[src/rtl/mc_control_fsm_if.sv]
// Control bundle between the multicycle control FSM and the datapath.
// The FSM (master) reads the opcode and drives every select line and
// write enable. The datapath (slave) supplies the opcode and consumes
// the controls.
interface mc_control_fsm_if;
    logic [5:0] op;
    logic       pc_write;
    logic       pc_write_cond;
    logic       i_or_d;
    logic       mem_read;
    logic       mem_write;
    logic       ir_write;
    logic       mem_to_reg;
    logic       reg_dst;
    logic       reg_write;
    logic       alu_src_a;
    logic [1:0] alu_src_b;
    logic [1:0] alu_op;
    logic [1:0] pc_source;
    logic       illegal_op;
    logic [3:0] state;

    modport master (
        input  op,
        output pc_write, pc_write_cond, i_or_d, mem_read, mem_write,
               ir_write, mem_to_reg, reg_dst, reg_write, alu_src_a,
               alu_src_b, alu_op, pc_source, illegal_op, state
    );

    modport slave (
        output op,
        input  pc_write, pc_write_cond, i_or_d, mem_read, mem_write,
               ir_write, mem_to_reg, reg_dst, reg_write, alu_src_a,
               alu_src_b, alu_op, pc_source, illegal_op, state
    );
endinterface

[src/rtl/mc_control_fsm.sv]
// Main control unit of the multicycle CPU. A Moore machine that walks each
// instruction through fetch, decode, execute, memory and write-back, and
// drives every datapath mux select and write enable from its state.
// Control outputs are registered alongside the state: on each edge the
// controls for the state being entered are loaded, so they are glitch-free
// and always equal to the decode of the registered state.
module mc_control_fsm #(
    parameter logic [5:0] OP_RTYPE = 6'b000000,
    parameter logic [5:0] OP_LW    = 6'b100011,
    parameter logic [5:0] OP_SW    = 6'b101011,
    parameter logic [5:0] OP_BEQ   = 6'b000100,
    parameter logic [5:0] OP_ADDI  = 6'b001000,
    parameter logic [5:0] OP_J     = 6'b000010
) (
    input  logic                 clk,
    input  logic                 reset_n,
    mc_control_fsm_if.master     bus
);

    typedef enum logic [3:0] {
        IDLE   = 4'd0,
        FETCH  = 4'd1,
        DECODE = 4'd2,
        MEMADR = 4'd3,
        MEMRD  = 4'd4,
        MEMWB  = 4'd5,
        MEMWR  = 4'd6,
        EXEC   = 4'd7,
        ALUWB  = 4'd8,
        BRANCH = 4'd9,
        ADDIEX = 4'd10,
        ADDIWB = 4'd11,
        JUMP   = 4'd12
    } state_t;

    typedef struct packed {
        logic       pc_write;
        logic       pc_write_cond;
        logic       i_or_d;
        logic       mem_read;
        logic       mem_write;
        logic       ir_write;
        logic       mem_to_reg;
        logic       reg_dst;
        logic       reg_write;
        logic       alu_src_a;
        logic [1:0] alu_src_b;
        logic [1:0] alu_op;
        logic [1:0] pc_source;
    } ctrl_t;

    state_t state;
    ctrl_t  ctrl;

    function automatic logic isLegal(input logic [5:0] opcode);
        return (opcode == OP_LW) || (opcode == OP_SW) || (opcode == OP_RTYPE) ||
               (opcode == OP_BEQ) || (opcode == OP_ADDI) || (opcode == OP_J);
    endfunction

    // Next-state function; the opcode only matters in DECODE and MEMADR.
    function automatic state_t nextOf(input state_t s, input logic [5:0] opcode);
        state_t n;
        n = IDLE;
        case (s)
            IDLE:   n = FETCH;
            FETCH:  n = DECODE;
            DECODE: begin
                if (opcode == OP_LW || opcode == OP_SW) n = MEMADR;
                else if (opcode == OP_RTYPE)            n = EXEC;
                else if (opcode == OP_BEQ)              n = BRANCH;
                else if (opcode == OP_ADDI)             n = ADDIEX;
                else if (opcode == OP_J)                n = JUMP;
                else                                    n = FETCH;
            end
            MEMADR: n = (opcode == OP_LW) ? MEMRD : MEMWR;
            MEMRD:  n = MEMWB;
            EXEC:   n = ALUWB;
            ADDIEX: n = ADDIWB;
            MEMWB, MEMWR, ALUWB, BRANCH, ADDIWB, JUMP: n = FETCH;
            default: n = IDLE;
        endcase
        return n;
    endfunction

    // Control word asserted while sitting in a given state; anything not
    // set here stays 0, including IDLE and the unused encodings.
    function automatic ctrl_t decodeCtrl(input state_t s);
        ctrl_t c;
        c = '0;
        case (s)
            FETCH: begin
                c.mem_read  = 1'b1;
                c.ir_write  = 1'b1;
                c.alu_src_b = 2'b01;
                c.pc_write  = 1'b1;
            end
            DECODE: c.alu_src_b = 2'b11;
            MEMADR, ADDIEX: begin
                c.alu_src_a = 1'b1;
                c.alu_src_b = 2'b10;
            end
            MEMRD: begin
                c.mem_read = 1'b1;
                c.i_or_d   = 1'b1;
            end
            MEMWB: begin
                c.reg_write  = 1'b1;
                c.mem_to_reg = 1'b1;
            end
            MEMWR: begin
                c.mem_write = 1'b1;
                c.i_or_d    = 1'b1;
            end
            EXEC: begin
                c.alu_src_a = 1'b1;
                c.alu_op    = 2'b10;
            end
            ALUWB: begin
                c.reg_write = 1'b1;
                c.reg_dst   = 1'b1;
            end
            BRANCH: begin
                c.alu_src_a     = 1'b1;
                c.alu_op        = 2'b01;
                c.pc_write_cond = 1'b1;
                c.pc_source     = 2'b01;
            end
            ADDIWB: c.reg_write = 1'b1;
            JUMP: begin
                c.pc_write  = 1'b1;
                c.pc_source = 2'b10;
            end
            default: c = '0;
        endcase
        return c;
    endfunction

    // State register plus registered controls for the state being entered;
    // reset clears both at once so no strobe survives reset assertion.
    always_ff @(posedge clk or negedge reset_n) begin
        if (!reset_n) begin
            state <= IDLE;
            ctrl  <= '0;
        end else begin
            state <= nextOf(state, bus.op);
            ctrl  <= decodeCtrl(nextOf(state, bus.op));
        end
    end

    assign bus.pc_write      = ctrl.pc_write;
    assign bus.pc_write_cond = ctrl.pc_write_cond;
    assign bus.i_or_d        = ctrl.i_or_d;
    assign bus.mem_read      = ctrl.mem_read;
    assign bus.mem_write     = ctrl.mem_write;
    assign bus.ir_write      = ctrl.ir_write;
    assign bus.mem_to_reg    = ctrl.mem_to_reg;
    assign bus.reg_dst       = ctrl.reg_dst;
    assign bus.reg_write     = ctrl.reg_write;
    assign bus.alu_src_a     = ctrl.alu_src_a;
    assign bus.alu_src_b     = ctrl.alu_src_b;
    assign bus.alu_op        = ctrl.alu_op;
    assign bus.pc_source     = ctrl.pc_source;
    assign bus.state         = state;

    // The opcode only becomes valid in the IR at the edge entering DECODE,
    // so the illegal flag is formed from the registered state and the
    // (stable) IR opcode rather than being preloaded.
    assign bus.illegal_op = (state == DECODE) && !isLegal(bus.op);

endmodule

[src/flat_wrapper.sv]
// flat-port wrapper written by rule: the top's interface ports become plain ports
module mc_control_fsm_flat 
#(
    parameter logic [5:0] OP_RTYPE = 6'b000000,
    parameter logic [5:0] OP_LW    = 6'b100011,
    parameter logic [5:0] OP_SW    = 6'b101011,
    parameter logic [5:0] OP_BEQ   = 6'b000100,
    parameter logic [5:0] OP_ADDI  = 6'b001000,
    parameter logic [5:0] OP_J     = 6'b000010
)
  (clk, reset_n, bus_op, bus_pc_write, bus_pc_write_cond, bus_i_or_d, bus_mem_read, bus_mem_write, bus_ir_write, bus_mem_to_reg, bus_reg_dst, bus_reg_write, bus_alu_src_a, bus_alu_src_b, bus_alu_op, bus_pc_source, bus_illegal_op, bus_state);
  mc_control_fsm_if bus_i ();
  input  logic clk;
  input  logic reset_n;
  input wire logic [$bits(bus_i.op)-1:0] bus_op;
  output wire logic [$bits(bus_i.pc_write)-1:0] bus_pc_write;
  output wire logic [$bits(bus_i.pc_write_cond)-1:0] bus_pc_write_cond;
  output wire logic [$bits(bus_i.i_or_d)-1:0] bus_i_or_d;
  output wire logic [$bits(bus_i.mem_read)-1:0] bus_mem_read;
  output wire logic [$bits(bus_i.mem_write)-1:0] bus_mem_write;
  output wire logic [$bits(bus_i.ir_write)-1:0] bus_ir_write;
  output wire logic [$bits(bus_i.mem_to_reg)-1:0] bus_mem_to_reg;
  output wire logic [$bits(bus_i.reg_dst)-1:0] bus_reg_dst;
  output wire logic [$bits(bus_i.reg_write)-1:0] bus_reg_write;
  output wire logic [$bits(bus_i.alu_src_a)-1:0] bus_alu_src_a;
  output wire logic [$bits(bus_i.alu_src_b)-1:0] bus_alu_src_b;
  output wire logic [$bits(bus_i.alu_op)-1:0] bus_alu_op;
  output wire logic [$bits(bus_i.pc_source)-1:0] bus_pc_source;
  output wire logic [$bits(bus_i.illegal_op)-1:0] bus_illegal_op;
  output wire logic [$bits(bus_i.state)-1:0] bus_state;
  assign bus_i.op = bus_op;
  assign bus_pc_write = bus_i.pc_write;
  assign bus_pc_write_cond = bus_i.pc_write_cond;
  assign bus_i_or_d = bus_i.i_or_d;
  assign bus_mem_read = bus_i.mem_read;
  assign bus_mem_write = bus_i.mem_write;
  assign bus_ir_write = bus_i.ir_write;
  assign bus_mem_to_reg = bus_i.mem_to_reg;
  assign bus_reg_dst = bus_i.reg_dst;
  assign bus_reg_write = bus_i.reg_write;
  assign bus_alu_src_a = bus_i.alu_src_a;
  assign bus_alu_src_b = bus_i.alu_src_b;
  assign bus_alu_op = bus_i.alu_op;
  assign bus_pc_source = bus_i.pc_source;
  assign bus_illegal_op = bus_i.illegal_op;
  assign bus_state = bus_i.state;
  mc_control_fsm #(.OP_RTYPE(OP_RTYPE), .OP_LW(OP_LW), .OP_SW(OP_SW), .OP_BEQ(OP_BEQ), .OP_ADDI(OP_ADDI), .OP_J(OP_J)) u_core (.clk(clk), .reset_n(reset_n), .bus(bus_i));
endmodule
[config.mk]
export PLATFORM = sky130hd
export DESIGN_NAME = mc_control_fsm_flat
export DESIGN_NICKNAME = d
export VERILOG_FILES = /design/src/rtl/mc_control_fsm_if.sv /design/src/rtl/mc_control_fsm.sv /design/src/flat_wrapper.sv
export SDC_FILE = /design/constraint.sdc
export NUM_CORES = 1
export LEC_CHECK = 0
export ABC_AREA = 1
export ABC_CLOCK_PERIOD_IN_PS = 1560
export CORE_MARGIN = 4
export CORE_UTILIZATION = 40
export DETAILED_ROUTE_END_ITERATION = 10
export PLACE_DENSITY_LB_ADDON = 0.25
export SYNTH_ARGS = -nofsm -noshare
export SYNTH_HDL_FRONTEND = slang
export SYNTH_SLANG_ARGS = --single-unit
[constraint.sdc]
create_clock -name clk -period 1.56 [get_ports clk]
set_input_delay 0.39 -clock clk [delete_from_list [all_inputs] [get_ports clk]]
set_output_delay 0.39 -clock clk [all_outputs]
set_load 0.02 [all_outputs]
After elaboration in Yosys (flattened, before gate mapping)
Index checks and enable logic that the tools add are counted.

cells by class
  add/subtract/negate cells = 0
  $mul = 0
  divide/modulo/power cells = 0
  $lt $le $gt $ge = 0
  equal/unequal tests = 29
  shift operators = 0
  mux-type cells = 20
  bitwise logic cells = 0
  reductions and logical operators = 16

operator list
  kind                                                                    count
  4-bit equality test (second input constant)                             10
  4-bit by 3-bit equality test with 1-bit output (second input constant)  8
  4-bit one-hot mux with 7 select lines                                   1
  4-bit 2-to-1 mux                                                        5
  4-bit by 2-bit equality test with 1-bit output (second input constant)  4
  6-bit equality test (second input constant)                             2
  1-bit 2-to-1 mux                                                        10
  4-bit by 1-bit equality test with 1-bit output (second input constant)  2
  2-bit one-hot mux with 2 select lines                                   2
  2-bit OR reduction                                                      4
  7-bit OR reduction                                                      1
  6-bit by 2-bit equality test with 1-bit output (second input constant)  1
  6-bit by 3-bit equality test with 1-bit output (second input constant)  1
  6-bit by 4-bit equality test with 1-bit output (second input constant)  1
  6-bit zero test                                                         1
  2-bit one-hot mux with 3 select lines                                   1
  1-bit logical OR                                                        5
  4-bit zero test                                                         1
  4-bit OR reduction                                                      1
  3-bit OR reduction                                                      1
  2-bit 2-to-1 mux                                                        1
  1-bit logical AND                                                       1
  1-bit zero test                                                         1

word-level totals
  register bits after elaboration = 20
  latch bits = 0
  RAM bits = 0
  bits in read-only memories = 0
  output and inout bits = 21
  memories kept = 0

Logic depth before layout (Yosys ltp)
  depth after elaboration = 10
  mapped depth = 11
  gate-level depth less buffers = 11

Least setup slack after synthesis
No wires, ideal clock.

  path kind = flip-flop to output port
  start point = reg u_core.state[0] (netlist: u_core.bus.state[0])
  end point = out bus_illegal_op
  arrival time = 1.192 ns
  data required time = 1.170 ns
  setup slack = -0.022 ns
  stages on the path, launching flop included = 6
  buffers on the path = 0
  path through = dfrtp_1 inv_2 nand2_2 nor2_8 nand3_1 nor2_1

between the ends
  word-level cells in the longest chain between the ends = 2

ends and longest elaborated chain
  element                                         line                   RTL
  from (decl)                                     mc_control_fsm.sv:52   state_t state;
  from (signal assigned)                          mc_control_fsm.sv:145  state <= nextOf(state, bus.op);
  4-bit by 2-bit equality test with 1-bit output  mc_control_fsm.sv:168  assign bus.illegal_op = (state == DECODE) && !isLegal(bus.op);
  1-bit logical AND                               mc_control_fsm.sv:168
  to (decl)                                       flat_wrapper.sv:29     output wire logic [$bits(bus_i.illegal_op)-1:0] bus_illegal_op;

No other way between the ends.

Worst setup path after layout
  start point = reg u_core.state[3] (netlist: u_core.bus.state[3])
  end point = out bus_illegal_op

The elaborated chain is that of the path after synthesis.

==> flow_metrics.py <==
metrics = {
    "placed_design": {
        "gp_congestion": 0.802,
        "pre_cts_ws_ns": -0.781,
        "portBuffers": 28,
        "dp_hpwl_mm": 1.81,
    },
    "cts": {
        "cts.sinks": 19,
        "ctsHtreeMaxLevel": 1,
        "cts_buffers": 3,
        "ctsHoldBuffers": 0,
        "clock_latency_ns": 0.29,
        "tritoncts": "done",
        "cts_root_buf": "clkbuf_4",
        "cts_max_path_buffers": 2,
        "cts.clk_slew.worst_paths_ns": 0.12,
    },
    "logic_synthesis": {
        "synth_cells": 115,
        "syn_area_per_cell_sq_um": 8.98,
        "ys_ff_latch": 19,
        "synth_nets": 123,
        "synthDistinctLibCells": 18,
        "seq_area_frac_synth": 0.461,
        "yosysWarnings": 0,
        "synth_area_sq_um": 1030,
    },
    "floorplanning": {
        "core_area_sq_um": 2480,
        "die_h_microns": 58.8,
        "row_count": 18,
        "dieArea_sq_um": 3460,
        "initial_utilization": 0.417,
        "io_pins": 29,
        "die_x_microns": 58.8,
    },
    "timing": {
        "rsz0062_at_grt": "yes",
        "setup_viol": 1,
        "worstMarginPinSlew_ns": 0.283,
        "finalCritPeriodShare": 1.07,
        "fin_crit_ns": 1.67,
        "finClkSkew_ns": 0.00443,
        "slew_violations": 0,
        "slew-limit-headroom": 0.811,
        "setup_ws_ns": -0.113,
        "timing.fmax_ghz": 0.598,
        "hold_viol": 0,
    },
    "worst_setup_path": {
        "ff2ff_setup_slack_ns": 0.05,
        "r2r-start": "u_core.bus.state[1]$_DFF_PN0_",
        "required_ns": 1.17,
        "setup.worst_path.end": "bus_illegal_op",
        "crit_slowest_cell": "dfrtp_1",
        "start_kind": "register",
        "crit_cells": 6,
        "cp-end-kind": "output port",
        "critPathMaxFanout": 2,
        "cp_slowest_stage_delay_ns": 0.42,
        "crit_type": "reg2out",
        "r2r_end": "u_core.bus.alu_src_b[1]$_DFF_PN0_",
        "worst_ep_arrival_time_ns": 1.28,
        "path_delay_family": "flip-flops",
        "startpoint": "u_core.bus.state[3]$_DFF_PN0_",
        "path_cells": "inv_2 -> nand2_4 -> nor2_8 -> nand3_2 -> nor2_2 -> buf_6",
        "r2r_cells": 9,
        "critPathBufInv": 2,
    },
    "route": {
        "drc_errors": 0,
        "drtAntennaViolNets": 0,
        "first_iter_violations": 14,
        "drt_first_pass_iters": 4,
        "routed_wl_mm": 2.27,
        "vias": 884,
        "routedWlPerCell_microns": 11.1,
        "via_per_inst": 4.31,
    },
    "layout": {
        "largest_reg_flops": 4,
        "areaGrowthSynthToFinish_pct": 54.7,
        "nets": 184,
        "regMostFlops": "u_core.bus.state",
        "nFillCells": 229,
        "layout-drive-gt1-share": 0.497,
        "antenna_cells": 0,
        "utilization": 0.644,
    },
    "grt": {
        "grt_use_total": 0.137,
        "grt_pass1_wl_mm": 3.71,
        "first_global_vias": 881,
        "antenna_found_initial": 0,
        "grt.overflow.total": 0,
        "grt_max_degree": 20,
    },
    "power": {
        "cellPowerDensity_nw_per_um2": 1800,
        "p_leak_nw": 0.905,
        "vdd.ir_drop.worst_mv": 1.14,
    },
    "status": {
        "run_status": "finished, violations left",
        "violations": "negative setup slack",
    },
    "hold_path": {
        "hp-class": "in2async",
    },
    "run": {
        "drv_cap": 0,
    },
}
power by group:
part / internal [mW] / switching [mW] / total, mW / leakage [nW]
Combinational: 0.792 / 1.10 / 1.89 / 0.637
Clock: 0.0952 / 0.157 / 0.253 / 0.0177
Sequential: 0.665 / 0.0602 / 0.725 / 0.250
metal layers:
metal,track usage,vias to the layer above,part of all wire
met5,0,-,0
met4,0.00971,0,0
met3,0.0307,0,0.040
met2,0.237,14,0.50
met1,0.184,401,0.46
li1,-,469,-
cell families after synthesis:
family	Yosys count	synth area share
AOI/OAI and AO/OA	5	0.0461
buffers and inverters	20	0.0764
DFF	19	0.461
and+or+nand+nor	71	0.417
Yosys cell counts:
| cell type | count | share of area |
|---|---|---|
| dfrtp_1 | 19 | 0.46 |
| nand2_1 | 16 | 0.058 |
| nor2_1 | 15 | 0.055 |
| inv_1 | 14 | 0.051 |
| nand2_2 | 11 | 0.067 |
| nor2_2 | 8 | 0.048 |
| nand3_1 | 6 | 0.029 |
| nand3_2 | 6 | 0.058 |
| inv_2 | 5 | 0.018 |
| nor2_4 | 4 | 0.044 |
| nand2_4 | 3 | 0.033 |
| o21ai_2 | 2 | 0.017 |
| a21oi_2 | 1 | 0.0085 |
| a21oi_4 | 1 | 0.016 |
| buf_4 | 1 | 0.0073 |
| nand4_1 | 1 | 0.0061 |
| nor2_8 | 1 | 0.019 |
| o21ai_1 | 1 | 0.0048 |
how the worst min path moves through the flow:
stage / startpoint / endpoint / slack (ns) / cells after the start
final: reset_n / u_core.bus.i_or_d$_DFF_PN0_ / 0.42 / 2
after global routing: reset_n / u_core.bus.state[3]$_DFF_PN0_ / 0.43 / 2
after CTS: reset_n / u_core.bus.mem_write$_DFF_PN0_ / 0.43 / 2
after detailed placement: u_core.bus.state[0]$_DFF_PN0_ / u_core.bus.mem_to_reg$_DFF_PN0_ / 0.70 / 4
after global placement: u_core.bus.state[2]$_DFF_PN0_ / u_core.bus.i_or_d$_DFF_PN0_ / 0.70 / 4
after floorplan: reset_n / u_core.bus.alu_op[0]$_DFF_PN0_ / 0.09 / 0
stage by stage:
step / cells / total power, mW / TNS [ns] / area (sq um) / hold slack [ns]
detailed placement: 199 / 2.60 / -5.18 / 1550 / 0.700
CTS: 203 / 2.73 / -0.117 / 1550 / 0.433
finish: 205 / 2.87 / -0.113 / 1600 / 0.420
floorplan: 115 / 1.81 / 0 / 1030 / 0.0944
global route: 205 / 3.08 / -0.255 / 1600 / 0.430
global placement: 199 / 2.57 / -4.90 / 1550 / 0.701
layout by cell type (no fill, tap or decap):
cell	synthesis	routed
buf_4	1	29
dlygate4sd2_1	0	22
dfrtp_1	19	19
nand2_1	16	14
inv_1	14	13
nor2_1	15	12
nand2_2	11	11
nor2_2	8	9
nand3_2	6	7
nor2_4	4	6
inv_2	5	6
nand2_4	3	5
nand3_1	6	4
clkbuf_4	0	3
clkbuf_2	0	3
o21ai_2	2	2
nor2_8	1	1
a21oi_4	1	1
a21oi_2	1	1
nand3_4	0	1
nand4_1	1	1
o21ai_1	1	1
clkinv_2	0	1
clkdlybuf4s50_1	0	1
buf_6	0	1
clkdlybuf4s15_1	0	1
final cells by class:
class / instances / area [sq um] / share of cell area
Clock inverter: 1 / 5.00 / 0.00313
Timing Repair Buffer: 57 / 457 / 0.286
Inverter: 19 / 71.3 / 0.0447
Clock buffer: 3 / 22.5 / 0.0141
Sequential cell: 19 / 475 / 0.298
Tap cell: 30 / 37.5 / 0.0235
Multi-Input combinational cell: 76 / 528 / 0.331
repair_timing:
action | 4_1_cts | 5_1_grt
resized for setup | 33 | 18
pin swaps | 1 | 4
setup buffers | 0 | 2
setup endpoints to repair | 30 | 12
(Power assumes the default switching activity.)
